$ cat config.mk
export PLATFORM = sky130hd
export DESIGN_NAME = cp0_ctrl
export DESIGN_NICKNAME = d
export VERILOG_FILES = /design/src/rtl/cp0_ctrl.sv
export SDC_FILE = /design/constraint.sdc
export NUM_CORES = 1
export LEC_CHECK = 0
export BUFFER_PORTS_ARGS = -buffer_cell sky130_fd_sc_hd__buf_4
export CORE_ASPECT_RATIO = 1.75
export CORE_MARGIN = 4
export CORE_UTILIZATION = 45
export CTS_CLUSTER_SIZE = 30
export DETAILED_ROUTE_END_ITERATION = 8
export PLACE_DENSITY_LB_ADDON = 0.2
export SETUP_SLACK_MARGIN = 0.02
export SYNTH_ARGS = -nofsm -noshare
export SYNTH_HDL_FRONTEND = slang
export SYNTH_SLANG_ARGS = --single-unit
$ cat constraint.sdc
create_clock -name clk -period 5.9 [get_ports clk]
set_input_delay 0.295 -clock clk [delete_from_list [all_inputs] [get_ports clk]]
set_output_delay 0.295 -clock clk [all_outputs]
set_load 0.005 [all_outputs]
$ cat src/rtl/cp0_ctrl.sv
// rtl/cp0_ctrl.sv - coprocessor-0 register file and exception sequencer
module cp0_ctrl #(
  parameter logic [31:0] PRID   = 32'h0000_4220,
  parameter logic [31:0] CONFIG = 32'h8000_0000
) (
  input  logic        clk,
  input  logic        rst,
  input  logic        we_i,
  input  logic [4:0]  waddr_i,
  input  logic [31:0] wdata_i,
  input  logic [4:0]  raddr_i,
  input  logic [5:0]  int_i,
  input  logic [31:0] excepttype_i,
  input  logic [31:0] pc_i,
  input  logic        in_delayslot_i,
  input  logic [31:0] bad_addr_i,
  output logic [31:0] rdata_o,
  output logic [31:0] status_o,
  output logic [31:0] cause_o,
  output logic [31:0] epc_o,
  output logic [31:0] count_o,
  output logic [31:0] compare_o,
  output logic [31:0] badvaddr_o,
  output logic        timer_int_o
);

  localparam logic [4:0] REG_BADVADDR = 5'd8;
  localparam logic [4:0] REG_COUNT    = 5'd9;
  localparam logic [4:0] REG_COMPARE  = 5'd11;
  localparam logic [4:0] REG_STATUS   = 5'd12;
  localparam logic [4:0] REG_CAUSE    = 5'd13;
  localparam logic [4:0] REG_EPC      = 5'd14;
  localparam logic [4:0] REG_PRID     = 5'd15;
  localparam logic [4:0] REG_CONFIG   = 5'd16;

  localparam logic [31:0] STATUS_RESET = 32'h0040_0000;
  localparam logic [31:0] STATUS_WMASK = 32'h0000_FF03;

  logic phase;
  logic exc_take;
  logic exc_eret;
  logic exc_addr;
  logic mtc0;

  always_comb begin
    exc_take = 1'b0;
    exc_addr = 1'b0;
    case (excepttype_i)
      32'h1, 32'h8, 32'h9, 32'ha, 32'hc: exc_take = 1'b1;
      32'h4, 32'h5: begin
        exc_take = 1'b1;
        exc_addr = 1'b1;
      end
      default: ;
    endcase
  end

  assign exc_eret = (excepttype_i == 32'he);
  // Any nonzero code flushes the M-stage instruction, so its MTC0 is dropped.
  assign mtc0     = we_i && (excepttype_i == 32'h0);

  always_ff @(posedge clk or posedge rst) begin
    if (rst) begin
      count_o <= 32'h0;
      phase   <= 1'b0;
    end else if (mtc0 && waddr_i == REG_COUNT) begin
      count_o <= wdata_i;
      phase   <= 1'b0;
    end else begin
      phase <= ~phase;
      if (phase) count_o <= count_o + 32'd1;
    end
  end

  always_ff @(posedge clk or posedge rst) begin
    if (rst) begin
      compare_o   <= 32'h0;
      timer_int_o <= 1'b0;
    end else if (mtc0 && waddr_i == REG_COMPARE) begin
      compare_o   <= wdata_i;
      timer_int_o <= 1'b0;
    end else if (compare_o != 32'h0 && count_o == compare_o) begin
      timer_int_o <= 1'b1;
    end
  end

  always_ff @(posedge clk or posedge rst) begin
    if (rst) begin
      status_o <= STATUS_RESET;
    end else if (exc_take) begin
      status_o[1] <= 1'b1;
    end else if (exc_eret) begin
      status_o[1] <= 1'b0;
    end else if (mtc0 && waddr_i == REG_STATUS) begin
      status_o <= (status_o & ~STATUS_WMASK) | (wdata_i & STATUS_WMASK);
    end
  end

  // IP sampling runs every cycle regardless of exceptions; timer shares IP7.
  always_ff @(posedge clk or posedge rst) begin
    if (rst) begin
      cause_o <= 32'h0;
    end else begin
      cause_o[15:10] <= {int_i[5] | timer_int_o, int_i[4:0]};
      if (exc_take) begin
        if (!status_o[1]) cause_o[31] <= in_delayslot_i;
        cause_o[6:2] <= (excepttype_i == 32'h1) ? 5'd0 : excepttype_i[4:0];
      end else if (mtc0 && waddr_i == REG_CAUSE) begin
        cause_o[9:8] <= wdata_i[9:8];
      end
    end
  end

  // A nested exception keeps the EPC of the original fault.
  always_ff @(posedge clk or posedge rst) begin
    if (rst) begin
      epc_o <= 32'h0;
    end else if (exc_take) begin
      if (!status_o[1]) epc_o <= in_delayslot_i ? (pc_i - 32'd4) : pc_i;
    end else if (mtc0 && waddr_i == REG_EPC) begin
      epc_o <= wdata_i;
    end
  end

  always_ff @(posedge clk or posedge rst) begin
    if (rst) begin
      badvaddr_o <= 32'h0;
    end else if (exc_addr) begin
      badvaddr_o <= bad_addr_i;
    end
  end

  always_comb begin
    rdata_o = 32'h0;
    case (raddr_i)
      REG_BADVADDR: rdata_o = badvaddr_o;
      REG_COUNT:    rdata_o = count_o;
      REG_COMPARE:  rdata_o = compare_o;
      REG_STATUS:   rdata_o = status_o;
      REG_CAUSE:    rdata_o = cause_o;
      REG_EPC:      rdata_o = epc_o;
      REG_PRID:     rdata_o = PRID;
      REG_CONFIG:   rdata_o = CONFIG;
      default:      rdata_o = 32'h0;
    endcase
  end

endmodule

==> qor.txt, run 1 <==
Final Hold Vio Count - 0
List of cells traversed by the critical path - buf_4 > nor4_1 > nand4_1 > nor4_2 > nand3_2 > mux2_2
Max stage delay on crit path - 1020 ps
Least-Margin Pin Slew - 1060 ps
Most repeated cell in the gate-level netlist after synthesis - sky130_fd_sc_hd__dfrtp_1
Setup TNS after final layout - 0 ps
Horizontal extent of the die - 113 µm
Number of different library cells in the post-synthesis netlist - 50
TritonCTS clock tree - yes
Vertical die dimension - 191 µm
Cell types occupying the most area after synthesis - sky130_fd_sc_hd__dfrtp_1, sky130_fd_sc_hd__mux2_2, sky130_fd_sc_hd__xor2_1, sky130_fd_sc_hd__a22oi_1, sky130_fd_sc_hd__nor2_1
Register bit count reported by yosys - 154
Top Family by Delay on Critical Path - simple AND/OR/NAND/NOR gates
First-iteration detailed-routing DRC count - 506
Hold buffer count at cts - 5
Leading register cell type out of synthesis - sky130_fd_sc_hd__dfrtp_1
Clock transition at the registers of the reported paths - 60 ps
Via/cell ratio - 5.81
Sum of buffers and inverters on the critical path - 1
Worst slew margin relative to its limit - 0.290
Startpoint types - input port
First-pass DRT Iterations - 5
Post-route worst hold slack - 1.51 ps
H-Tree Level Count - 4
Path type of the worst setup path - input port to flip-flop
Critical path's slowest cell - sky130_fd_sc_hd__nand3_2
Post-route ant nets - 0
Most instantiated cells after synthesis - sky130_fd_sc_hd__dfrtp_1, sky130_fd_sc_hd__nor2_1, sky130_fd_sc_hd__mux2_2, sky130_fd_sc_hd__xor2_1, sky130_fd_sc_hd__a22oi_1
Setup repair after global routing missed its margin - false
Master cell of the clock root buffer - sky130_fd_sc_hd__clkbuf_16
Required time worst endpoint - 6210 ps
Gr ovfl total - 0
Die footprint - 21600 µm²
Crit path DAT - 3550 ps
CTS Buf Count - 17
Number of I/O port buffers - 332
DRC violations left - 0
Standard cell area after detailed placement - 11300 µm²
Top cell type by total area after synthesis - sky130_fd_sc_hd__dfrtp_1
Clock Path Buffers - 2
Max-slew violations - 0
Initial antenna violation count - 0
Hold crit path type - input port to async pin
Post-CTS Setup Repair Bufs - 0
Routed length per instance - 23.1 µm
Share of cells above drive strength 1 - 0.403
Global-route wire length before repair - 49.1 mm
Proportion of synthesized flip-flops having asynchronous set or reset - 1.00
Mapped Cells - 867
Setup violators final - 0
Outcome - complete, no violations
Highest clock rate - 0.308 GHz
Diode insertion count for antenna repair - 0
Number of gates on the worst path with buffers counted - 6
Maximum number of pins on one net before global-route repair - 85
Clock sink count - 154
Final Instance Area - 11900 µm²
Max Fanout on Critical Path - 55
R2R cell count - 6
Worst-case clock skew - 11.6 ps
Post-route fraction of the period consumed by the critical path - 0.550
Gates resized, CTS repair - 0
Total core area - 18700 µm²
DP Wirelength - 25.4 mm
Static leakage - 5.75 nW
Placement row count - 66
Power density over the cells - 196 nW/µm²
# Max-Cap Violations - 0
Overall routed net length - 33.3 mm
All-Layer GR Usage - 0.300
Clock network latency to the later pin of the worst-skew pair - 430 ps
Synth top area share - 0.446
Syn_area_per_cell - 9.97 µm²
Num ports - 373
Synth warnings - 18
Initial core utilization - 0.461
Clock period minus worst slack - 3240 ps
GP Congestion - 0.895
Growth of design area from synthesis to finish - 37.7%
Number of global-route vias before repair - 8538
Sequential area share after synthesis - 0.446
Post-layout nets - 1344
VDD IR-drop max - 0.157 mV
Element type at the critical path end - flip-flop
Post-synth design cell area - 8650 µm²
EDFF count, synth - 0
Via total after detailed routing - 8392
stage by stage:
step / power (mW) / std cells / setup slack [ps] / utilization
after floorplan: 1.15 / 905 / 1460 / -
after global placement: 1.26 / 1408 / 2360 / 0.601
after detailed placement: 1.26 / 1408 / 2250 / 0.601
after CTS: 2.36 / 1445 / 2710 / 0.635
after global routing: 2.41 / 1445 / 2400 / 0.635
final: 2.34 / 1445 / 2660 / 0.635
routing by layer:
metal  routed length [µm]  vias to the layer above  GRT usage
li1                     -                     3745          -
met1                11500                     4143      0.317
met2                18100                      419      0.552
met3                 2290                       85     0.0630
met4                 1510                        0      0.151
met5                    0                        -          0
flip-flops by register name (all words and copies together), names as in the netlist:
register,count
badvaddr_o,32
cause_o,14
compare_o,32
count_o,32
epc_o,32
phase,1
status_o,10
timer_int_o,1
path summary, 6_finish.rpt:
check | startpoint | to | slack [ps]
setup / recovery | excepttype_i[14] | count_o[5] | 2660
hold / removal | rst | cause_o[13] | 2
setup reg to reg | count_o[5] | count_o[27] | 3060
hold reg to reg | cause_o[31] | cause_o[31] | 530
max in group asynchronous | rst | badvaddr_o[26] | 4420
min in group clk | int_i[5] | cause_o[15] | 60
kinds of logic (layout without fill, tap and decap cells):
kind of cell / after synthesis / in the layout / share of synthesized area
AOI/OAI and AO/OA: 159 / 159 / 0.124
xor gates and xnor gates: 91 / 91 / 0.0922
muxes: 84 / 84 / 0.109
other: 2 / 40 / 0.000869
DFF: 154 / 154 / 0.446
adders and majority gates: 2 / 2 / 0.00289
buffers and inverters: 92 / 394 / 0.0583
and+or+nand+nor: 283 / 283 / 0.167
cell type report:
class | instances | area, µm²
clock buffers | 19 | 453
repair buffers | 354 | 2670
well taps | 238 | 298
multi-input cells | 659 | 4460
fillers | 1669 | 6840
flip-flops and latches | 154 | 3850
clock inverters | 13 | 131
inverters | 8 | 35.0
placed cells by master, fill, tap and decap left out, types with 4 or more instances in the layout:
cell type,synthesis,final
sky130_fd_sc_hd__a21oi_1,44,44
sky130_fd_sc_hd__a222oi_1,7,7
sky130_fd_sc_hd__a22oi_1,60,60
sky130_fd_sc_hd__and3_1,9,9
sky130_fd_sc_hd__and4_1,4,4
sky130_fd_sc_hd__buf_4,40,349
sky130_fd_sc_hd__clkbuf_16,0,17
sky130_fd_sc_hd__conb_1,2,40
sky130_fd_sc_hd__dfrtp_1,154,154
sky130_fd_sc_hd__dlygate4sd3_1,0,5
sky130_fd_sc_hd__inv_1,8,7
sky130_fd_sc_hd__inv_6,0,6
sky130_fd_sc_hd__mux2_2,81,81
sky130_fd_sc_hd__nand2_1,55,55
sky130_fd_sc_hd__nand3_1,24,23
sky130_fd_sc_hd__nand4_1,18,18
sky130_fd_sc_hd__nor2_1,89,87
sky130_fd_sc_hd__nor3_1,15,13
sky130_fd_sc_hd__nor4_1,31,31
sky130_fd_sc_hd__o21ai_0,4,4
sky130_fd_sc_hd__o221a_2,4,4
sky130_fd_sc_hd__o22ai_1,28,28
sky130_fd_sc_hd__or2_2,6,6
sky130_fd_sc_hd__or3_1,7,7
sky130_fd_sc_hd__xnor2_1,25,25
sky130_fd_sc_hd__xor2_1,66,66
where the power goes:
| part | switching, mW | internal, mW |
|---|---|---|
| clock network | 0.480 | 0.614 |
| logic | 0.0939 | 0.0899 |
| registers | 0.00106 | 1.06 |
| total | 0.575 | 1.76 |
Power figures use the tool's default switching activity.
==> run 2, diff against run 1 <==
CORE_UTILIZATION = 44   (was 45)
clock period = 2.6 ns   (was 5.9 ns; I/O delays follow)
==> qor.txt, run 2 (same netlist as run 1, synthesis figures left out) <==
Vertical die dimension - 193 µm (was 191 µm)
Growth of design area from synthesis to finish - 49.8% (was 37.7%)
DP Wirelength - 26.4 mm (was 25.4 mm)
R2R cell count - 7 (was 6)
Origin of the worst setup path - pc_i[19] (was excepttype_i[14])
Number of global-route vias before repair - 9109 (was 8538)
Clock Path Buffers - 2 (unchanged)
Clock sink count - 154 (unchanged)
Post-CTS Setup Repair Bufs - 0 (unchanged)
Crit path DAT - 2680 ps (was 3550 ps)
Final Instance Area - 13000 µm² (was 11900 µm²)
Top library cells by usage in the layout, fill and taps aside - sky130_fd_sc_hd__buf_4, sky130_fd_sc_hd__dfrtp_1, sky130_fd_sc_hd__nor2_1 (unchanged)
Hold crit path type - input port to flip-flop (was input port to async pin)
Num ports - 373 (unchanged)
Total core area - 19300 µm² (was 18700 µm²)
CTS Buf Count - 17 (unchanged)
All-Layer GR Usage - 0.310 (was 0.300)
Number of I/O port buffers - 332 (unchanged)
DRC violations left - 0 (unchanged)
Gr ovfl total - 0 (unchanged)
FF-to-FF End - count_o[27] (unchanged)
Required time worst endpoint - 2900 ps (was 6210 ps)
Highest clock rate - 0.421 GHz
Routed length per instance - 22.7 µm (was 23.1 µm)
Standard cell area after detailed placement - 11500 µm² (was 11300 µm²)
Diode insertion count for antenna repair - 0 (unchanged)
Clock transition at the registers of the reported paths - 70 ps (was 60 ps)
Path type of the worst setup path - input port to flip-flop (unchanged)
Master cell of the clock root buffer - sky130_fd_sc_hd__clkbuf_16 (unchanged)
Overall Power - 5.55 mW (was 2.34 mW)
Setup violators final - 0 (unchanged)
Share of cells above drive strength 1 - 0.392 (was 0.403)
H-Tree Level Count - 4 (unchanged)
Max-slew violations - 0 (unchanged)
Worst-case clock skew - 11.0 ps (was 11.6 ps)
Die footprint - 22000 µm² (was 21600 µm²)
TritonCTS clock tree - yes (unchanged)
Least-Margin Pin Slew - 791 ps (was 1060 ps)
Initial antenna violation count - 0 (unchanged)
Max Fanout on Critical Path - 3 (was 55)
Power density over the cells - 429 nW/µm² (was 196 nW/µm²)
VDD IR-drop max - 0.366 mV (was 0.157 mV)
Horizontal extent of the die - 114 µm (was 113 µm)
Post-route ant nets - 0 (unchanged)
First-iteration detailed-routing DRC count - 541 (was 506)
Filler Cell Count - 1561 (was 1669)
# Max-Cap Violations - 0 (unchanged)
Most common cell after layout, fill and taps aside - sky130_fd_sc_hd__buf_4 (unchanged)
Worst Hold Path EP - cause_o[3]
Overall routed net length - 35.1 mm (was 33.3 mm)
Global-route wire length before repair - 52.3 mm (was 49.1 mm)
Hold Crit Start - excepttype_i[1]
Setup TNS after final layout - 0 ps (unchanged)
Worst slew margin relative to its limit - 0.459 (was 0.290)
Via total after detailed routing - 8829 (was 8392)
Beginning of the worst register-to-register path - count_o[5] (unchanged)
Maximum number of pins on one net before global-route repair - 72 (was 85)
Placement row count - 67 (was 66)
Via/cell ratio - 5.70 (was 5.81)
Post-route fraction of the period consumed by the critical path - 0.914
Placed Instances - 1437 (was 1408)
Instance count along the most critical hold path - 2
Clock period minus worst slack - 2380 ps
Non-filler instance count after layout - 1548 (was 1445)
Initial core utilization - 0.448 (was 0.461)
Post-layout nets - 1445 (was 1344)
Startpoint types - input port (unchanged)
Setup repair after global routing missed its margin - false (unchanged)
Clock network latency to the later pin of the worst-skew pair - 430 ps (about the same)
Final Hold Vio Count - 0 (unchanged)
FF-to-FF setup slack - 400 ps (was 3060 ps)
Static leakage - 6.21 nW (was 5.75 nW)
Element type at the critical path end - flip-flop (unchanged)
Outcome - complete, no violations (unchanged)
First-pass DRT Iterations - 5 (unchanged)
GP Congestion - 0.876 (was 0.895)
[run 2: what timing repair did]
action / 4_1_cts / 5_1_grt
hold endpoints to repair: 142 / 0
gates resized for setup: 0 / 0
hold buffers: 80 / 0
[run 2: per-layer routing]
metal | up-vias | global-route usage | routed length, µm
met1 | 4323 | 0.333 | 12100
met4 | 0 | 0.154 | 1690
met3 | 99 | 0.0566 | 2300
met2 | 449 | 0.567 | 19000
li1 | 3958 | - | -
met5 | - | 0 | 0
[run 2: stage by stage]
step	util	hold WS, ps	setup slack (ps)
CTS	0.672	2.13	236
global placement	0.599	193	165
global route	0.672	2.21	145
finish	0.672	6.99	222
floorplan	-	161	227
detailed placement	0.599	201	160
[run 2: final cells by class]
class / count / area, µm² / share of cell area
tap: 241 / 302 / 0.0233
clock buffer: 20 / 467 / 0.0360
inverter: 8 / 33.8 / 0.00261
clock inverter: 11 / 145 / 0.0112
sequential: 154 / 3850 / 0.298
multi-input combinational: 659 / 4460 / 0.344
timing repair buffer: 455 / 3690 / 0.285
[run 2: worst max-delay path by stage]
stage / to / slack [ps]
floorplan: count_o[27] / 230
global placement: epc_o[31] / 170
detailed placement: epc_o[31] / 160
CTS: epc_o[31] / 240
global route: epc_o[19] / 150
finish: epc_o[31] / 220
[run 2: report_power, final]
part | internal (mW) | leakage [nW] | total [mW] | switching, mW
registers | 2.40 | 2.00 | 2.40 | 0.00218
clock network | 1.58 | 0.294 | 2.63 | 1.05
logic | 0.285 | 3.92 | 0.518 | 0.233
[run 2: worst max-delay path, cell delays in order]
cell and delay, ps:
sky130_fd_sc_hd__dlygate4sd3_1 550, sky130_fd_sc_hd__buf_4 150, sky130_fd_sc_hd__or3_1 420, sky130_fd_sc_hd__or4_4 550, sky130_fd_sc_hd__or4_4 540, sky130_fd_sc_hd__nor3_4 130, sky130_fd_sc_hd__xnor2_1 130, sky130_fd_sc_hd__a21oi_1 90
==> run 3, diff against run 2 <==
CORE_ASPECT_RATIO = 0.8   (was 1.75)
SETUP_SLACK_MARGIN = 0.15   (was 0.02)
==> qor.txt, run 3 (same netlist as run 1, synthesis figures left out) <==
Highest clock rate - 0.437 GHz (was 0.421 GHz)
First-pass DRT Iterations - 6 (was 5)
Overall routed net length - 34.2 mm (was 35.1 mm)
Startpoint types - input port (unchanged)
Post-CTS Setup Repair Bufs - 0 (unchanged)
Initial core utilization - 0.452 (was 0.448)
Crit path DAT - 2580 ps (was 2680 ps)
TritonCTS clock tree - yes (unchanged)
Clock sink count - 154 (unchanged)
Standard cell area after detailed placement - 11600 µm² (was 11500 µm²)
GP Congestion - 0.942 (was 0.876)
Static leakage - 6.20 nW (was 6.21 nW)
Power density over the cells - 425 nW/µm² (was 429 nW/µm²)
Sum of buffers and inverters on the critical path - 2 (unchanged)
Top library cells by usage in the layout, fill and taps aside - sky130_fd_sc_hd__buf_4, sky130_fd_sc_hd__dfrtp_1, sky130_fd_sc_hd__nor2_1 (unchanged)
Share of cells above drive strength 1 - 0.392 (about the same)
Max-slew violations - 0 (unchanged)
FF-to-FF setup slack - 340 ps (was 400 ps)
Overall Power - 5.50 mW (was 5.55 mW)
Placement row count - 45 (was 67)
Least-Margin Pin Slew - 754 ps (was 791 ps)
Post-route ant nets - 0 (unchanged)
Clock Path Buffers - 2 (unchanged)
VDD IR-drop max - 0.302 mV (was 0.366 mV)
Total core area - 19100 µm² (was 19300 µm²)
Clock transition at the registers of the reported paths - 60 ps (was 70 ps)
Max Fanout on Critical Path - 3 (unchanged)
DP Worst Slack - 12.4 ps (was 160 ps)
Instance count along the most critical hold path - 3 (was 2)
Top Family by Delay on Critical Path - simple AND/OR/NAND/NOR gates (unchanged)
List of cells traversed by the critical path - dlygate4sd3_1 > buf_4 > or4_1 > or3_1 > or4_4 > nor3_4 > xnor2_1 > a21oi_1 (was dlygate4sd3_1 > buf_4 > or3_1 > or4_4 > or4_4 > nor3_4 > xnor2_1 > a21oi_1)
Via total after detailed routing - 8723 (was 8829)
DP Wirelength - 25.5 mm (was 26.4 mm)
R2R cell count - 6 (was 7)
Maximum number of pins on one net before global-route repair - 56 (was 72)
Num ports - 373 (unchanged)
Post-route setup slack - 313 ps (was 222 ps)
Number of global-route vias before repair - 8709 (was 9109)
Setup TNS after final layout - 0 ps (unchanged)
Gr ovfl total - 0 (unchanged)
Number of I/O port buffers - 332 (unchanged)
CTS Buf Count - 17 (unchanged)
Worst slew margin relative to its limit - 0.496 (was 0.459)
# Max-Cap Violations - 0 (unchanged)
Final Util - 0.676 (was 0.672)
Final Hold Vio Count - 0 (unchanged)
Routed length per instance - 21.9 µm (was 22.7 µm)
Initial antenna violation count - 0 (unchanged)
Post-route worst hold slack - 14.6 ps (was 6.99 ps)
Element type at the critical path end - flip-flop (unchanged)
All-Layer GR Usage - 0.305 (was 0.310)
Clock network latency to the later pin of the worst-skew pair - 420 ps (was 430 ps)
DRC violations left - 0 (unchanged)
Number of gates on the worst path with buffers counted - 8 (unchanged)
Global-route wire length before repair - 51.3 mm (was 52.3 mm)
Diode insertion count for antenna repair - 0 (unchanged)
Setup repair after global routing missed its margin - false (unchanged)
First-iteration detailed-routing DRC count - 741 (was 541)
Placed Instances - 1453 (was 1437)
Post-layout nets - 1442 (was 1445)
Worst setup endpoint - epc_o[31] (unchanged)
FF-to-FF End - epc_o[0] (was count_o[27])
Vertical die dimension - 133 µm (was 193 µm)
Post-route fraction of the period consumed by the critical path - 0.880 (was 0.914)
Hold crit path type - input port to flip-flop (unchanged)
Outcome - complete, no violations (unchanged)
Worst-case clock skew - 11.4 ps (was 11.0 ps)
Clock period minus worst slack - 2290 ps (was 2380 ps)
Most common cell after layout, fill and taps aside - sky130_fd_sc_hd__buf_4 (unchanged)
Non-filler instance count after layout - 1563 (was 1548)
Via/cell ratio - 5.58 (was 5.70)
Setup violators final - 0 (unchanged)
Path type of the worst setup path - input port to flip-flop (unchanged)
Max stage delay on crit path - 540 ps (was 550 ps)
Horizontal extent of the die - 165 µm (was 114 µm)
H-Tree Level Count - 4 (unchanged)
Critical path's slowest cell - sky130_fd_sc_hd__dlygate4sd3_1 (unchanged)
Final Instance Area - 12900 µm² (was 13000 µm²)
Required time worst endpoint - 2890 ps (was 2900 ps)
Origin of the worst setup path - pc_i[25] (was pc_i[19])
Master cell of the clock root buffer - sky130_fd_sc_hd__clkbuf_16 (unchanged)
Growth of design area from synthesis to finish - 49.7% (was 49.8%)
Beginning of the worst register-to-register path - status_o[1] (was count_o[5])
Die footprint - 22000 µm² (about the same)
[run 3: changes by cell type in the layout (fill, tap and decap cells not counted), sizes merged]
cell         change
buf              -1
clkbuf           +2
dlygate4sd3      -2
clkinv           -3
inv              +2
[run 3: tightest hold or removal path, cell delays in order]
cell	delay (ps)
sky130_fd_sc_hd__buf_4	100
sky130_fd_sc_hd__xnor2_1	110
sky130_fd_sc_hd__a21oi_1	60
[run 3: how the worst min path moves through the flow]
| stage | startpoint | end | slack (ps) |
|---|---|---|---|
| 6_report | pc_i[24] | epc_o[24] | 10 |
| 5_1_grt | excepttype_i[1] | cause_o[3] | 10 |
| 4_1_cts | excepttype_i[1] | cause_o[3] | 0.4 |
| 3_5_place_dp | int_i[2] | cause_o[12] | 240 |
| 3_3_place_gp | int_i[0] | cause_o[10] | 240 |
| 2_1_floorplan | int_i[0] | cause_o[10] | 160 |
[run 3: what timing repair did]
action,4_1_cts,5_1_grt
endpoints found under the setup margin,0,2
gates resized for setup,0,1
endpoints found under the hold margin,142,0
hold buffers,78,0
[run 3: layer usage]
| metal | global-route usage | vias to the layer above | part of all wire |
|---|---|---|---|
| met2 | 0.484 | 451 | 0.46 |
| li1 | - | 3936 | - |
| met3 | 0.0693 | 47 | 0.098 |
| met1 | 0.425 | 4289 | 0.42 |
| met5 | 0 | - | 0 |
| met4 | 0.0748 | 0 | 0.017 |
[run 3: report_power, final]
part           total, mW  internal [mW]  switching (mW)  leakage [nW]
clock network       2.57           1.57            1.00         0.287
registers           2.40           2.40         0.00262          2.00
logic              0.524          0.283           0.241          3.91
[run 3: final cells by class]
type,count,area [µm²]
well taps,258,323
clock inverters,10,140
inverters,8,33.8
flip-flops and latches,154,3850
repair buffers,452,3650
fillers,1517,6200
multi-input cells,659,4480
clock buffers,22,464
